===== src/rtl/csa_resolver_if.sv =====
// Handshake bundle for csa_resolver.
//   Input side : i_valid / o_ready, carrying i_sum and i_carry (D bits each).
//   Output side: o_valid / i_ready, carrying o_result (D+2) and o_iters.
// Signal names are seen from the resolver's side; slave = resolver,
// master = producer/consumer driving it.
interface csa_resolver_if #(
  parameter int D = 16
);
  localparam int W  = D + 2;
  localparam int CW = $clog2(D + 3);

  logic          i_valid;
  logic          o_ready;
  logic [D-1:0]  i_sum;
  logic [D-1:0]  i_carry;
  logic          o_valid;
  logic          i_ready;
  logic [W-1:0]  o_result;
  logic [CW-1:0] o_iters;

  modport slave (
    input  i_valid, i_sum, i_carry, i_ready,
    output o_ready, o_valid, o_result, o_iters
  );

  modport master (
    output i_valid, i_sum, i_carry, i_ready,
    input  o_ready, o_valid, o_result, o_iters
  );
endinterface


===== src/rtl/csa_resolver.sv =====
// csa_resolver: resolves one carry-save pair to a binary sum,
//   o_result = i_sum + (i_carry << 1)
// by iterating one XOR/AND ripple step per cycle until the carry word is zero.
// Ports:
//   i_clk   - clock, rising edge
//   i_rst_n - asynchronous reset, active low
//   bus     - csa_resolver_if.slave: input pair (i_valid/o_ready/i_sum/i_carry)
//             and result (o_valid/i_ready/o_result/o_iters)
// One pair in flight; o_ready only in IDLE, o_valid only in DONE, both registered.
module csa_resolver #(
  parameter int D = 16
) (
  input  logic           i_clk,
  input  logic           i_rst_n,
  csa_resolver_if.slave  bus
);
  localparam int W  = D + 2;
  localparam int CW = $clog2(D + 3);

  typedef enum logic [1:0] {IDLE, RUN, DONE} state_t;

  state_t        r_state;
  logic [W-1:0]  r_s;
  logic [W-1:0]  r_c;
  logic [CW-1:0] r_cnt;
  logic          r_ready;
  logic          r_valid;

  // Next ripple step. The AND term's top bit shifted out is always zero since
  // s + c never exceeds 3*2^D - 3, which fits in W bits.
  logic [W-1:0]  w_s_nxt;
  logic [W-1:0]  w_c_nxt;
  assign w_s_nxt = r_s ^ r_c;
  assign w_c_nxt = (r_s & r_c) << 1;

  always_ff @(posedge i_clk or negedge i_rst_n) begin
    if (!i_rst_n) begin
      r_state <= IDLE;
      r_s     <= '0;
      r_c     <= '0;
      r_cnt   <= '0;
      r_ready <= 1'b1;
      r_valid <= 1'b0;
    end else begin
      case (r_state)
        IDLE: begin
          if (bus.i_valid) begin
            r_s     <= {2'b00, bus.i_sum};
            r_c     <= {1'b0, bus.i_carry, 1'b0};
            r_cnt   <= '0;
            r_ready <= 1'b0;
            r_state <= RUN;
          end
        end
        RUN: begin
          if (r_c == '0) begin
            r_valid <= 1'b1;
            r_state <= DONE;
          end else begin
            r_s   <= w_s_nxt;
            r_c   <= w_c_nxt;
            r_cnt <= r_cnt + CW'(1);
          end
        end
        DONE: begin
          // Result held indefinitely under backpressure; values persist after transfer.
          if (bus.i_ready) begin
            r_valid <= 1'b0;
            r_ready <= 1'b1;
            r_state <= IDLE;
          end
        end
        default: begin
          r_valid <= 1'b0;
          r_ready <= 1'b1;
          r_state <= IDLE;
        end
      endcase
    end
  end

  assign bus.o_ready  = r_ready;
  assign bus.o_valid  = r_valid;
  assign bus.o_result = r_s;
  assign bus.o_iters  = r_cnt;
endmodule


===== src/flat_wrapper.sv =====
// flat-port wrapper written by rule: the top's interface ports become plain ports
module csa_resolver_flat 
#(
  parameter int D = 16
)
  (i_clk, i_rst_n, bus_i_valid, bus_i_sum, bus_i_carry, bus_i_ready, bus_o_ready, bus_o_valid, bus_o_result, bus_o_iters);
  csa_resolver_if #(.D(D)) bus_i ();
  input  logic i_clk;
  input  logic i_rst_n;
  input wire logic [$bits(bus_i.i_valid)-1:0] bus_i_valid;
  input wire logic [$bits(bus_i.i_sum)-1:0] bus_i_sum;
  input wire logic [$bits(bus_i.i_carry)-1:0] bus_i_carry;
  input wire logic [$bits(bus_i.i_ready)-1:0] bus_i_ready;
  output wire logic [$bits(bus_i.o_ready)-1:0] bus_o_ready;
  output wire logic [$bits(bus_i.o_valid)-1:0] bus_o_valid;
  output wire logic [$bits(bus_i.o_result)-1:0] bus_o_result;
  output wire logic [$bits(bus_i.o_iters)-1:0] bus_o_iters;
  assign bus_i.i_valid = bus_i_valid;
  assign bus_i.i_sum = bus_i_sum;
  assign bus_i.i_carry = bus_i_carry;
  assign bus_i.i_ready = bus_i_ready;
  assign bus_o_ready = bus_i.o_ready;
  assign bus_o_valid = bus_i.o_valid;
  assign bus_o_result = bus_i.o_result;
  assign bus_o_iters = bus_i.o_iters;
  csa_resolver #(.D(D)) u_core (.i_clk(i_clk), .i_rst_n(i_rst_n), .bus(bus_i));
endmodule

===== config.mk =====
export PLATFORM = sky130hd
export DESIGN_NAME = csa_resolver_flat
export DESIGN_NICKNAME = d
export VERILOG_FILES = /design/src/rtl/csa_resolver_if.sv /design/src/rtl/csa_resolver.sv /design/src/flat_wrapper.sv
export SDC_FILE = /design/constraint.sdc
export NUM_CORES = 1
export LEC_CHECK = 0
export CAP_MARGIN = 10
export CORE_ASPECT_RATIO = 1.5
export CORE_MARGIN = 1
export CORE_UTILIZATION = 53
export CTS_CLUSTER_SIZE = 8
export DETAILED_ROUTE_END_ITERATION = 8
export GPL_TIMING_DRIVEN = 0
export PLACE_DENSITY = 0.85
export SYNTH_ARGS = -nofsm -noshare
export SYNTH_HDL_FRONTEND = slang
export SYNTH_SLANG_ARGS = --single-unit
export TNS_END_PERCENT = 5

===== constraint.sdc =====
create_clock -name i_clk -period 4.1 [get_ports i_clk]
set_input_delay 1.23 -clock i_clk [delete_from_list [all_inputs] [get_ports i_clk]]
set_output_delay 1.23 -clock i_clk [all_outputs]
set_load 0.05 [all_outputs]

==> impl_metrics.py <==
metrics = {
    "status": {
        "status": "finished with violations",
        "violations": "design-rule violations",
    },
    "timing": {
        "hold_violations": 0,
        "fin_skew_ns": 0.0147,
        "fin_ws_ns": 1.06,
        "tightest_slew_ns": 0.623,
        "fin_hold_ws_ns": 0.475,
        "fmax_mhz": 329,
        "slew-limit-headroom": 0.581,
        "layout_min_cycle_time_ns": 3.04,
        "fin_setup_tns_ns": 0,
        "maxSlewViolCount": 0,
        "post-route-period-util": 0.742,
        "setup_violations": 0,
        "rsz0062_at_grt": "no",
    },
    "clock_tree": {
        "root_buffer": "clkbuf_8",
        "cts_buffer_depth": 2,
        "path_clk_slew_ns": 0.09,
        "clk_latency_ns": 0.30,
        "htreeDepth": 2,
        "cts_tree": "built",
        "hold_buffers": 0,
        "cts_buffers": 5,
        "cts_sinks": 44,
        "post_cts_buffers": 0,
        "postCtsResizedCells": 0,
    },
    "grt": {
        "antenna_found_initial": 0,
        "grt_max_degree": 29,
        "grt_use_total": 0.278,
        "overflow": 0,
        "grt_pass1_vias": 2240,
        "grt_first_pass_wirelength_um": 10500,
    },
    "detailed_routing": {
        "drtPass1Iterations": 7,
        "wl_per_cell_um": 17.2,
        "drt-initial-drc-count": 125,
        "routed_wl_um": 6460,
        "drc": 5,
        "vias": 2355,
        "vias_per_cell": 6.26,
        "ant_nets": 0,
    },
    "yosys": {
        "syn-num-nets": 312,
        "ys_ff_latch": 44,
        "syn_area_per_cell_um2": 9.57,
        "seq_area_frac_synth": 0.445,
        "ys_warn_count": 0,
        "netlist_area_mm2": 0.00248,
        "netlist_instances": 259,
        "yosys.cell_types.count": 34,
    },
    "critical_path": {
        "crit_arrival_ns": 3.27,
        "required_ns": 4.33,
        "critPathMaxFanout": 10,
        "crit_type": "input pin to flip-flop",
        "start_kind": "input pin",
        "cp-end-kind": "flip-flop",
    },
    "power_and_ir_drop": {
        "seqPwrFrac": 0.270,
        "combPwrFrac": 0.616,
        "sw_frac_of_total": 0.478,
        "p_sw_w": 0.00154,
        "clockPowerShare": 0.114,
        "intPower_w": 0.00169,
        "powerDensity_mw_per_mm2": 985,
        "total_leakage_power_nw": 1.48,
        "irDropWorstVdd_uv": 644,
    },
    "floorplan": {
        "die_area_mm2": 0.00496,
        "core_mm2": 0.00450,
        "initial_utilization": 0.550,
        "fp.dieW_um": 57.8,
        "core.rowCount": 30,
        "ioPinCount": 61,
        "die_height_um": 85.8,
    },
    "layout": {
        "antennaDiodeCount": 0,
        "nets": 380,
        "areaGrowthSynthToFinish_pct": 32.4,
        "post_layout_nonfiller_instances": 376,
        "fillers": 344,
        "drive_gt1_frac": 0.0793,
    },
    "placed_design": {
        "place.gp.congestion": 0.850,
        "dp_hpwl_um": 4730,
        "dp_cells": 368,
        "portBuffers": 60,
        "dpl_worst_slack_ns": 0.775,
    },
    "min_path": {
        "hold_path.class": "flip-flop to flip-flop",
    },
    "job": {
        "max_cap_violations": 0,
    },
}
path summary, 6_finish.rpt:
check                                            start                 endpoint  slack, ns  depth (start not counted)
worst max register to register           u_core.r_c[5]   u_core.bus.o_result[9]       2.02                          5
worst max-delay path                       bus_i_valid           u_core.r_c[14]       1.06                          7
worst min-delay path            u_core.bus.o_result[0]   u_core.bus.o_result[0]       0.48                          2
max in group asynchronous                      i_rst_n  u_core.bus.o_result[13]       2.75                          2
worst min register to register  u_core.bus.o_result[0]   u_core.bus.o_result[0]       0.48                          2
min in group asynchronous                      i_rst_n   u_core.bus.o_result[0]       0.85                          1
metrics by stage:
| step | total power [W] | util | cell area [µm²] |
|---|---|---|---|
| detailed placement | 0.00285 | 0.700 | 3150 |
| global placement | 0.00278 | 0.697 | 3140 |
| CTS | 0.00323 | 0.728 | 3280 |
| floorplan | 0.00226 | - | 2480 |
| finish | 0.00323 | 0.728 | 3280 |
| global route | 0.00343 | 0.728 | 3280 |
cell usage after synthesis:
library cell,n,share of area
dfrtp_1,43,0.43
nor2_1,36,0.055
nand2_1,35,0.053
nor3_1,21,0.042
ha_1,17,0.086
nand3_1,14,0.028
clkbuf_1,11,0.017
o211a_1,10,0.040
o221a_1,10,0.045
o21ai_0,8,0.016
a31oi_1,5,0.013
mux2i_1,5,0.020
o221a_2,5,0.023
o22ai_1,5,0.013
buf_2,3,0.0061
inv_1,3,0.0045
nor3b_1,3,0.0091
o211ai_1,3,0.0091
a22o_1,2,0.0071
a32o_1,2,0.0081
and3_1,2,0.0050
buf_1,2,0.0030
buf_6,2,0.0091
nor4_4,2,0.017
a21oi_1,1,0.0020
dfstp_2,1,0.011
nand2b_1,1,0.0025
nand3_2,1,0.0040
nor2b_1,1,0.0025
o31ai_1,1,0.0030
or2_2,1,0.0025
or3_1,1,0.0025
or3b_2,1,0.0035
xor2_1,1,0.0035
kinds of logic after synthesis:
logic type | Yosys count | synth area share
fa+ha+maj | 17 | 0.0858
buf+inv | 21 | 0.0394
flops | 44 | 0.445
mux | 5 | 0.0202
xor+xnor | 1 | 0.00353
compound gates | 52 | 0.179
simple gates | 119 | 0.227
registers in the layout (all words and copies together), names as in the netlist:
register,cells
u_core.r_state,2
u_core.bus.o_ready,1
u_core.bus.o_iters,5
u_core.bus.o_valid,1
u_core.bus.o_result,18
u_core.r_c,17
per-layer routing:
layer / vias to the layer above / wire length, µm / global-route usage
li1: 1080 / - / -
met1: 1151 / 2490 / 0.357
met2: 106 / 3400 / 0.465
met3: 18 / 409 / 0.0437
met4: 0 / 161 / 0.108
met5: - / 0 / 0
power groups by stage:
stage | Combinational (W) | Sequential (W) | Clock (W)
floorplan | 0.00101 | 0.00125 | 0
finish | 0.00199 | 0.000872 | 0.000370
global route | 0.00215 | 0.000900 | 0.000383
detailed placement | 0.00198 | 0.000873 | 0
CTS | 0.00199 | 0.000867 | 0.000368
global placement | 0.00192 | 0.000860 | 0
worst max-delay path: stages:
cell	delay, ns
clkdlybuf4s50_1	0.50
nor3b_1	0.30
clkbuf_1	0.41
clkbuf_1	0.45
nand2_1	0.12
nand3_1	0.11
o211a_1	0.16
final cells by class:
| class | count | area, µm² | share of cell area |
|---|---|---|---|
| buffer | 18 | 86.3 | 0.0263 |
| clock buffer | 7 | 96.3 | 0.0294 |
| clock inverter | 1 | 30.0 | 0.00915 |
| inverter | 3 | 11.3 | 0.00343 |
| multi-input combinational | 194 | 1280 | 0.390 |
| sequential | 44 | 1100 | 0.336 |
| tap | 48 | 60.1 | 0.0183 |
| timing repair buffer | 61 | 616 | 0.188 |
cells in the final DEF (no fill, tap or decap), types with 2 or more instances in the layout:
cell and count:
buf_1 2, a22o_1 2, o211a_1 10, o22ai_1 5
nor2_1 36, nand3_1 14, o221a_2 5, nor3_1 21
nor4_4 2, dfrtp_1 43, a32o_1 2, mux2i_1 5
ha_1 17, o211ai_1 3, clkdlybuf4s50_1 59, a31oi_1 5
and3_1 2, clkbuf_8 7, buf_2 4, o221a_1 10
nand2_1 35, clkbuf_1 11, nor3b_1 3, o21ai_0 8
buf_6 2, inv_1 3
(Power assumes the default switching activity.)
